===== config.mk =====
export PLATFORM = sky130hd
export DESIGN_NAME = run_monitor_flat
export DESIGN_NICKNAME = d
export VERILOG_FILES = /design/src/rtl/run_monitor_pkg.sv /design/src/rtl/run_monitor_if.sv /design/src/rtl/mon_fifo.sv /design/src/rtl/run_monitor.sv /design/src/flat_wrapper.sv
export SDC_FILE = /design/constraint.sdc
export NUM_CORES = 1
export LEC_CHECK = 0
export CORE_MARGIN = 2
export CORE_UTILIZATION = 55
export DETAILED_ROUTE_END_ITERATION = 10
export HOLD_SLACK_MARGIN = 0.12
export PLACE_DENSITY_LB_ADDON = 0.3
export SLEW_MARGIN = 20
export SYNTH_ARGS = -nofsm -noshare
export SYNTH_HDL_FRONTEND = slang
export SYNTH_HIERARCHICAL = 1
export SYNTH_SLANG_ARGS = --single-unit

===== constraint.sdc =====
create_clock -name clk -period 5 [get_ports clk]
set_clock_uncertainty 0.2 [all_clocks]
set_input_delay 1.25 -clock clk [delete_from_list [all_inputs] [get_ports clk]]
set_output_delay 1.25 -clock clk [all_outputs]
set_load 0.02 [all_outputs]

===== src/rtl/run_monitor_pkg.sv =====
// Shared types and default parameters for the run monitor.
// The FSM state enum and parameter defaults live here.
package run_monitor_pkg;

  typedef enum logic [1:0] {
    IDLE = 2'd0,
    RUN  = 2'd1,
    DONE = 2'd2
  } state_t;

  localparam int DEF_DATA_W     = 8;
  localparam int DEF_DEPTH      = 4;
  localparam int DEF_CNT_W      = 16;
  localparam int DEF_MAX_CYCLES = 1000;

endpackage


===== src/rtl/run_monitor_if.sv =====
// Processor-side capture inputs and monitor status bundle.
// master drives start/out_valid/out_data/halt/rd_en; slave is the monitor.
interface run_monitor_if
  import run_monitor_pkg::*;
#(
  parameter int DATA_W = DEF_DATA_W,
  parameter int DEPTH  = DEF_DEPTH,
  parameter int CNT_W  = DEF_CNT_W
);
  logic                       start;
  logic                       out_valid;
  logic signed [DATA_W-1:0]   out_data;
  logic                       halt;
  logic                       rd_en;
  logic signed [DATA_W-1:0]   rd_data;
  logic                       empty;
  logic [$clog2(DEPTH):0]     count;
  logic                       busy;
  logic                       done;
  logic                       timeout;
  logic                       overflow;
  logic [CNT_W-1:0]           cycles;
  logic [DATA_W-1:0]          checksum;

  modport master (
    output start, out_valid, out_data, halt, rd_en,
    input  rd_data, empty, count, busy, done, timeout, overflow, cycles, checksum
  );

  modport slave (
    input  start, out_valid, out_data, halt, rd_en,
    output rd_data, empty, count, busy, done, timeout, overflow, cycles, checksum
  );
endinterface


===== src/rtl/mon_fifo.sv =====
// Capture FIFO: write visible on rdata/count one cycle after push; rdata is 0 when empty.
// Push into a full FIFO is accepted only alongside a pop; otherwise the caller sees it dropped.
module mon_fifo #(
  parameter int DATA_W = 8,
  parameter int DEPTH  = 4
) (
  input  logic                    clk,
  input  logic                    rst,
  input  logic                    flush,
  input  logic                    push,
  input  logic                    pop,
  input  logic [DATA_W-1:0]       wdata,
  output logic [DATA_W-1:0]       rdata,
  output logic [$clog2(DEPTH):0]  count,
  output logic                    full,
  output logic                    empty
);
  localparam int AW = $clog2(DEPTH);
  localparam logic [AW:0] FULL_CNT = DEPTH[AW:0];

  logic [DATA_W-1:0] mem [DEPTH];
  logic [AW-1:0]     wptr;
  logic [AW-1:0]     rptr;
  logic              do_push;
  logic              do_pop;

  assign full    = (count == FULL_CNT);
  assign empty   = (count == '0);
  assign do_pop  = pop && !empty;
  assign do_push = push && (!full || do_pop);
  assign rdata   = empty ? '0 : mem[rptr];

  // Pointers are exactly AW bits wide, so they wrap modulo DEPTH on their own.
  always_ff @(posedge clk or posedge rst) begin
    if (rst) begin
      wptr  <= '0;
      rptr  <= '0;
      count <= '0;
    end else if (flush) begin
      wptr  <= '0;
      rptr  <= '0;
      count <= '0;
    end else begin
      if (do_push) wptr <= wptr + 1'b1;
      if (do_pop)  rptr <= rptr + 1'b1;
      case ({do_push, do_pop})
        2'b10:   count <= count + 1'b1;
        2'b01:   count <= count - 1'b1;
        default: count <= count;
      endcase
    end
  end

  always_ff @(posedge clk) begin
    if (do_push && !flush) mem[wptr] <= wdata;
  end

endmodule


===== src/rtl/run_monitor.sv =====
// Run monitor: IDLE/RUN/DONE FSM, RUN-cycle watchdog and capture FIFO; status updates one cycle after inputs.
// Captures while full without a pop are dropped (sticky overflow); checksum accumulator built only with RUN_MONITOR_CHECKSUM_EN.
module run_monitor
  import run_monitor_pkg::*;
#(
  parameter int DATA_W     = DEF_DATA_W,
  parameter int DEPTH      = DEF_DEPTH,
  parameter int CNT_W      = DEF_CNT_W,
  parameter int MAX_CYCLES = DEF_MAX_CYCLES
) (
  input logic          clk,
  input logic          rst,
  run_monitor_if.slave bus
);
  localparam logic [CNT_W-1:0] WD_LAST = CNT_W'(MAX_CYCLES - 1);

  state_t           state;
  state_t           state_nxt;
  logic [CNT_W-1:0] cycles_q;
  logic             timeout_q;
  logic             overflow_q;
  logic             enter_run;
  logic             timeout_set;
  logic             run;
  logic             cap;
  logic             drop;
  logic             fifo_full;

  assign run  = (state == RUN);
  assign cap  = run && bus.out_valid;
  // A same-cycle pop always frees a slot on a full FIFO, so only a pop-less capture is lost.
  assign drop = cap && fifo_full && !bus.rd_en;

  always_comb begin
    state_nxt   = state;
    enter_run   = 1'b0;
    timeout_set = 1'b0;
    case (state)
      IDLE, DONE: begin
        if (bus.start) begin
          state_nxt = RUN;
          enter_run = 1'b1;
        end
      end
      RUN: begin
        if (bus.halt) begin
          state_nxt = DONE;
        end else if (cycles_q == WD_LAST) begin
          state_nxt   = DONE;
          timeout_set = 1'b1;
        end
      end
      default: state_nxt = IDLE;
    endcase
  end

  always_ff @(posedge clk or posedge rst) begin
    if (rst) begin
      state      <= IDLE;
      cycles_q   <= '0;
      timeout_q  <= 1'b0;
      overflow_q <= 1'b0;
    end else begin
      state <= state_nxt;
      if (enter_run) begin
        cycles_q   <= '0;
        timeout_q  <= 1'b0;
        overflow_q <= 1'b0;
      end else begin
        if (run)         cycles_q   <= cycles_q + 1'b1;
        if (timeout_set) timeout_q  <= 1'b1;
        if (drop)        overflow_q <= 1'b1;
      end
    end
  end

  assign bus.busy     = run;
  assign bus.done     = (state == DONE);
  assign bus.timeout  = timeout_q;
  assign bus.overflow = overflow_q;
  assign bus.cycles   = cycles_q;

`ifdef RUN_MONITOR_CHECKSUM_EN
  logic [DATA_W-1:0] sum_q;

  always_ff @(posedge clk or posedge rst) begin
    if (rst) begin
      sum_q <= '0;
    end else if (enter_run) begin
      sum_q <= '0;
    end else if (cap && !drop) begin
      sum_q <= sum_q + bus.out_data;
    end
  end

  assign bus.checksum = sum_q;
`else
  assign bus.checksum = '0;
`endif

  mon_fifo #(
    .DATA_W (DATA_W),
    .DEPTH  (DEPTH)
  ) u_fifo (
    .clk   (clk),
    .rst   (rst),
    .flush (enter_run),
    .push  (cap),
    .pop   (bus.rd_en),
    .wdata (bus.out_data),
    .rdata (bus.rd_data),
    .count (bus.count),
    .full  (fifo_full),
    .empty (bus.empty)
  );

endmodule

===== src/flat_wrapper.sv =====
// flat-port wrapper written by rule: the top's interface ports become plain ports
module run_monitor_flat import run_monitor_pkg::*;
#(
  parameter int DATA_W     = DEF_DATA_W,
  parameter int DEPTH      = DEF_DEPTH,
  parameter int CNT_W      = DEF_CNT_W,
  parameter int MAX_CYCLES = DEF_MAX_CYCLES
)
  (clk, rst, bus_start, bus_out_valid, bus_out_data, bus_halt, bus_rd_en, bus_rd_data, bus_empty, bus_count, bus_busy, bus_done, bus_timeout, bus_overflow, bus_cycles, bus_checksum);
  run_monitor_if #(.DATA_W(DATA_W), .DEPTH(DEPTH), .CNT_W(CNT_W)) bus_i ();
  input logic clk;
  input logic rst;
  input wire logic [$bits(bus_i.start)-1:0] bus_start;
  input wire logic [$bits(bus_i.out_valid)-1:0] bus_out_valid;
  input wire logic [$bits(bus_i.out_data)-1:0] bus_out_data;
  input wire logic [$bits(bus_i.halt)-1:0] bus_halt;
  input wire logic [$bits(bus_i.rd_en)-1:0] bus_rd_en;
  output wire logic [$bits(bus_i.rd_data)-1:0] bus_rd_data;
  output wire logic [$bits(bus_i.empty)-1:0] bus_empty;
  output wire logic [$bits(bus_i.count)-1:0] bus_count;
  output wire logic [$bits(bus_i.busy)-1:0] bus_busy;
  output wire logic [$bits(bus_i.done)-1:0] bus_done;
  output wire logic [$bits(bus_i.timeout)-1:0] bus_timeout;
  output wire logic [$bits(bus_i.overflow)-1:0] bus_overflow;
  output wire logic [$bits(bus_i.cycles)-1:0] bus_cycles;
  output wire logic [$bits(bus_i.checksum)-1:0] bus_checksum;
  assign bus_i.start = bus_start;
  assign bus_i.out_valid = bus_out_valid;
  assign bus_i.out_data = bus_out_data;
  assign bus_i.halt = bus_halt;
  assign bus_i.rd_en = bus_rd_en;
  assign bus_rd_data = bus_i.rd_data;
  assign bus_empty = bus_i.empty;
  assign bus_count = bus_i.count;
  assign bus_busy = bus_i.busy;
  assign bus_done = bus_i.done;
  assign bus_timeout = bus_i.timeout;
  assign bus_overflow = bus_i.overflow;
  assign bus_cycles = bus_i.cycles;
  assign bus_checksum = bus_i.checksum;
  run_monitor #(.DATA_W(DATA_W), .DEPTH(DEPTH), .CNT_W(CNT_W), .MAX_CYCLES(MAX_CYCLES)) u_core (.clk(clk), .rst(rst), .bus(bus_i));
endmodule

==> results of run 1 <==
-- cell type report --
type | instances | area [µm²] | area share
Timing Repair Buffer | 45 | 450.4 | 0.1303
Clock buffer | 13 | 158.9 | 0.04596
Tap cell | 70 | 87.58 | 0.02533
Sequential cell | 59 | 1637 | 0.4734
Clock inverter | 3 | 15.01 | 0.004343
Inverter | 10 | 37.54 | 0.01086
Multi-Input combinational cell | 140 | 1071 | 0.3098
-- synth_stat cells (all sizes together), types with 5 or more instances --
master	instances	area, µm²
and2	6	37.54
inv	10	37.53
buf	15	118.9
dfrtp	27	675.7
edfxtp	32	960.9
mux2i	7	70.07
nand3	6	30.03
a21oi	5	28.78
nor2	15	58.81
ha	5	62.56
o21ai	5	25.02
nor4	5	52.55
nor2b	9	56.30
xor2	5	43.79
nand2	14	52.55
mux4	8	180.2
nand4	5	31.28
-- power groups by stage --
stage	combinational, mW	clock (mW)	sequential [mW]
finish	0.428	0.371	0.623
floorplan	0.293	0	0.612
global placement	0.420	0	0.631
detailed placement	0.431	0	0.633
CTS	0.433	0.384	0.624
global route	0.468	0.404	0.634
-- registers in the layout (all words and copies together), names as in the netlist --
name and flops:
u_core/u_fifo/wptr 2, u_core/bus.cycles 16, u_core/u_fifo/rptr 2, u_core/state 2, u_core/u_fifo/count 3, u_core/bus.timeout 1
u_core/bus.overflow 1, u_core/u_fifo/mem 32
-- kinds of logic (layout without fill, tap and decap cells) --
logic type | after synthesis | after routing | synth area share
compound gates | 23 | 23 | 0.05407
mux | 15 | 15 | 0.08791
fa+ha+maj | 6 | 6 | 0.02901
xor+xnor | 9 | 9 | 0.02769
buf+inv | 27 | 71 | 0.05802
other cells | 1 | 8 | 0.001317
flops | 59 | 59 | 0.5749
simple gates | 79 | 79 | 0.1670
-- how the worst max path moves through the flow --
stage	endpoint	slack, ns	cells after the start
2_1_floorplan	u_core/u_fifo/count[2]$_DFFE_PP0P_	1.92	7
3_3_place_gp	u_core/u_fifo/count[2]$_DFFE_PP0P_	1.34	7
3_5_place_dp	u_core/u_fifo/count[2]$_DFFE_PP0P_	1.27	7
4_1_cts	bus_rd_data[7]	1.17	3
5_1_grt	bus_rd_data[7]	1.09	3
6_report	bus_rd_data[7]	1.22	3
-- per-stage QoR --
stage          setup slack (ns)  power, mW
2_1_floorplan             1.924     0.9058
3_3_place_gp              1.337      1.051
3_5_place_dp              1.266      1.064
4_1_cts                   1.172      1.441
5_1_grt                   1.089      1.506
6_report                  1.221      1.422
-- routing by layer --
layer	vias up	part of all wire	wire length [µm]	GRT usage
met5	-	0	0	0
met4	0	0.020	102	0.08727
met3	12	0.045	229	0.05714
met2	52	0.51	2609	0.3170
met1	892	0.43	2204	0.2385
li1	871	-	-	-
-- worst max-delay path, cell delays in order (launching register included) --
cell	delay, ns
sky130_fd_sc_hd__dfrtp_1	0.70
sky130_fd_sc_hd__mux4_2	0.58
sky130_fd_sc_hd__nor2b_1	0.15
sky130_fd_sc_hd__clkdlybuf4s50_1	0.57
==> results.cfg, run 1 <==
[run_status]
status = complete, no violations

[synth]
syn_avg_cell_area_um2 = 13.00
synth_edf_count = 32
ys_dominant_reg_cell = sky130_fd_sc_hd__edfxtp_1
synth-seq-cells = 59
syn_area_mm2 = 0.002846
async_flop_share = 0.4576
synthDistinctLibCells = 51
yosysWarningCount = 6
syn-instance-count = 219
seq_area_frac_synth = 0.5749

[final_layout]
insertedDiodeCount = 0
final_cell_area_mm2 = 0.003457
layout.cells.most_common = sky130_fd_sc_hd__clkdlybuf4s50_1
final_layout_size_suffix_gt1_frac = 0.1185
mostFrequentLayoutCells = sky130_fd_sc_hd__clkdlybuf4s50_1, sky130_fd_sc_hd__edfxtp_1, sky130_fd_sc_hd__dfrtp_1
num-nets-final = 285
area_delta_synth_final_pct = 21.45
number_of_fill_cells = 374
final_util = 0.6856
final_standard_cell_count_with_taps_included_and_fillers_excluded = 340

[route]
remaining_drc_errors = 0
via_count = 1827
post_drt_via_cell_ratio = 5.374
drt-initial-drc-count = 106
routed_wire_length_per_instance_um = 15.14
totalWireLength_um = 5146
count_of_antenna_violating_nets_left_after_detailed_routing = 0
drtPass1Iterations = 4

[placement]
place_congestion = 0.7680
placed_instance_count = 324
place.port_buffers = 45
placed_wire_length_estimate_after_detailed_placement_um = 3505
placement.cell_area_mm2 = 0.003283

[clocking]
ctsLongestPathBuffers = 2
inserted_clock_buffers = 9
clkLatencyLatePin_ns = 0.33
cts_hold_repair.buffers = 0
cts_num_sinks = 59
cts_tree = done
cts_setup_buffers = 0
clk_root_buffer_cell = sky130_fd_sc_hd__clkbuf_8
htree_levels = 3
worst_setup_hold_path_clk_slew_ns = 0.06
cts_resized = 0

[worst_setup_path]
critical_path_startpoint = u_core/u_fifo/rptr[0]$_DFFE_PP0P_
timing_worst_setup_path_type = flip-flop to primary output
r2r-start = u_core/state[1]$_DFFE_PP0P_
worstSetupEndpointType = primary output
cp.required_ns = 3.55
critPathArrivalTime_ns = 2.33
timing.reg2reg.worst_path_depth = 8
critical_r2r_capture = u_core/u_fifo/count[2]$_DFFE_PP0P_
critPathLaunchType = flip-flop
timing.reg2reg.setup_slack_ns = 2.06
path_max_fanout = 10

[power_and_ir_drop]
p_per_area_mw_per_mm2 = 411.2
p_clk_frac = 0.261
vdd_drop_max_mv = 0.2525
p_leak_nw = 1.332
combinationalPowerShare = 0.301
total_switching_power_mw = 0.4532
power_switching_share = 0.3188
power_report.internal_total_mw = 0.9684
power.share.sequential = 0.438

[sta]
count_of_pins_over_their_slew_limit = 0
rsz_0062_raised_after_global_routing = no
setup_tns_ns = 0
final_hold_violating_endpoints = 0
fin_hold_ws_ns = 0.3094
worst_slew_pin_slew_ns = 0.7548
setup-violations-final = 0
final.min_clock_period_ns = 3.779
timing.fmax_mhz = 264.6
final.period_utilization = 0.7558
worst_slew_margin_relative_to_its_limit = 0.4962

[floorplanning]
fp.coreArea_mm2 = 0.005042
die_y_um = 75.94
die_area_mm2 = 0.005767
io-pin-count = 54
rows = 26
initial_utilization = 0.5645
dieWidth_um = 75.94

[global_routing]
grt_pass1_vias = 1786
grt_max_degree = 21
grt-ovfl-total = 0
global_route_wire_length_before_repair_um = 8631
grt_use_total = 0.1932
grt_antenna_before_repair = 0

[min_path]
hold_path_startpoint = u_core/bus.overflow$_DFFE_PP0P_
timing.hold.worst.class = flip-flop to flip-flop
hold_path_end = u_core/bus.overflow$_DFFE_PP0P_
hold_depth = 2

[flow_run]
maxCapViolations = 0
Power figures use the tool's default switching activity.
==> run 2: changes to the inputs <==
Settings changed: CORE_UTILIZATION 55 to 52.
Clock period 5 ns to 3.7 ns, I/O delays scaled along.
==> run 2 against run 1 <==
Effect of this change:
- sequential cell count did not move
- worst hold slack got worse by 0.0048 ns
- count of clock-buffer cells in the layout fell by 2
- largest power group unchanged
- die area rose by 5.5%
- non-clock buffer count rose by 5
- combinational power rose by 42%
- utilization fell by 0.29 points
- critical path type unchanged
- power rose by 50%
- global-route usage fell by 0.51 points
- highest routed layer unchanged
- largest cell class unchanged
==> results.cfg, run 2 (synthesized netlist as in run 1, its figures left out) <==
[final_layout]
final_cell_area_mm2 = 0.003553
num-nets-final = 290
mostFrequentLayoutCells = sky130_fd_sc_hd__clkdlybuf4s50_1, sky130_fd_sc_hd__edfxtp_1, sky130_fd_sc_hd__dfrtp_1
insertedDiodeCount = 0
layout.cells.most_common = sky130_fd_sc_hd__clkdlybuf4s50_1
most_flop_heavy_register = u_core/u_fifo/mem
area_delta_synth_final_pct = 24.84
final_layout_size_suffix_gt1_frac = 0.1309
largest_register_ff_count = 32

[worst_setup_path]
critPathLaunchType = flip-flop
cp.required_ns = 2.57
timing_worst_setup_path_type = flip-flop to primary output
critPathArrivalTime_ns = 2.29
path_max_fanout = 6
worstSetupEndpointType = primary output

[route]
drtPass1Iterations = 4
remaining_drc_errors = 0
via_count = 1850
totalWireLength_um = 5156
post_drt_via_cell_ratio = 5.362
count_of_antenna_violating_nets_left_after_detailed_routing = 0
routed_wire_length_per_instance_um = 14.94
drt-initial-drc-count = 80

[placement]
placement.cell_area_mm2 = 0.003321
place_congestion = 0.7498
place.port_buffers = 45
placed_wire_length_estimate_after_detailed_placement_um = 3450

[floorplanning]
io-pin-count = 54
die_y_um = 77.99
dieWidth_um = 77.99
rows = 26
initial_utilization = 0.5469
fp.coreArea_mm2 = 0.005205
die_area_mm2 = 0.006082

[sta]
final.min_clock_period_ns = 3.416
setup_tns_ns = 0
timing.fmax_mhz = 292.7
final.period_utilization = 0.9233
count_of_pins_over_their_slew_limit = 0
worst_slew_margin_relative_to_its_limit = 0.4785
worst_slew_pin_slew_ns = 0.7813
rsz_0062_raised_after_global_routing = no
setup-violations-final = 0
final_hold_violating_endpoints = 0

[run_status]
status = complete, no violations

[power_and_ir_drop]
p_leak_nw = 1.375
p_per_area_mw_per_mm2 = 601.7
vdd_drop_max_mv = 0.3815

[clocking]
cts_resized = 0
cts_setup_buffers = 0
clkLatencyLatePin_ns = 0.33
inserted_clock_buffers = 9
clk_root_buffer_cell = sky130_fd_sc_hd__clkbuf_8
htree_levels = 3
worst_setup_hold_path_clk_slew_ns = 0.06
cts_tree = done
cts_num_sinks = 59
cts_hold_repair.buffers = 0
ctsLongestPathBuffers = 2

[global_routing]
grt-ovfl-total = 0
grt_pass1_vias = 1825
grt_antenna_before_repair = 0
global_route_wire_length_before_repair_um = 8714
grt_use_total = 0.1881
grt_max_degree = 21

[min_path]
timing.hold.worst.class = flip-flop to flip-flop

[flow_run]
maxCapViolations = 0
## run 2: changes by cell type in the layout (fill, tap and decap cells not counted), sizes merged
cell,previous run,this run
clkinv,3,1
bufinv,0,3
buf,0,5
clkinvlp,0,1
clkbuf,13,11
## run 2: final timing paths
path | startpoint | endpoint | slack, ns | cells after the start
max in group asynchronous | rst | u_core/bus.cycles[7]$_DFFE_PP0P_ | 1.95 | 2
min reg2reg | u_core/bus.timeout$_DFFE_PP0P_ | u_core/bus.timeout$_DFFE_PP0P_ | 0.30 | 2
min in group asynchronous | rst | u_core/u_fifo/count[2]$_DFFE_PP0P_ | 0.65 | 2
min | u_core/bus.timeout$_DFFE_PP0P_ | u_core/bus.timeout$_DFFE_PP0P_ | 0.30 | 2
max | u_core/u_fifo/rptr[0]$_DFFE_PP0P_ | bus_rd_data[5] | 0.28 | 4
max reg2reg | u_core/state[1]$_DFFE_PP0P_ | u_core/u_fifo/count[2]$_DFFE_PP0P_ | 1.08 | 8
## run 2: per-stage QoR
stage / instances / setup slack (ns) / hold WS (ns) / util / total power [mW]
floorplan: 226 / 0.8348 / 0.3603 / - / 1.224
detailed placement: 329 / 0.5604 / 0.2922 / 0.6380 / 1.457
CTS: 345 / 0.2612 / 0.3083 / 0.6827 / 2.152
global route: 345 / 0.1932 / 0.3192 / 0.6827 / 2.241
finish: 345 / 0.2839 / 0.3046 / 0.6827 / 2.138
global placement: 329 / 0.6414 / 0.2794 / 0.6380 / 1.446
## run 2: power breakdown
group	internal (mW)	switching [mW]	leakage (nW)
clock network	0.446	0.247	0.111
logic	0.300	0.309	0.606
registers	0.752	0.0850	0.658
## run 2: area by class of cell
type / count / area, µm²
Fill cell: 387 / 1652
Sequential cell: 59 / 1637
Multi-Input combinational cell: 140 / 1071
Timing Repair Buffer: 50 / 488.0
Clock buffer: 11 / 131.4
Clock inverter: 5 / 101.3
Tap cell: 70 / 87.58
Inverter: 10 / 37.54
## run 2: layer usage
layer	GRT usage	share of wire
met1	0.2414	0.45
met3	0.04535	0.057
met2	0.2966	0.48
met5	0	0
met4	0.1000	0.019
## run 2: critical path, stage by stage, from the launching register on
cell,delay (ns)
sky130_fd_sc_hd__dfrtp_1,0.53
sky130_fd_sc_hd__buf_4,0.24
sky130_fd_sc_hd__mux4_2,0.51
sky130_fd_sc_hd__nor2b_1,0.15
sky130_fd_sc_hd__clkdlybuf4s50_1,0.53
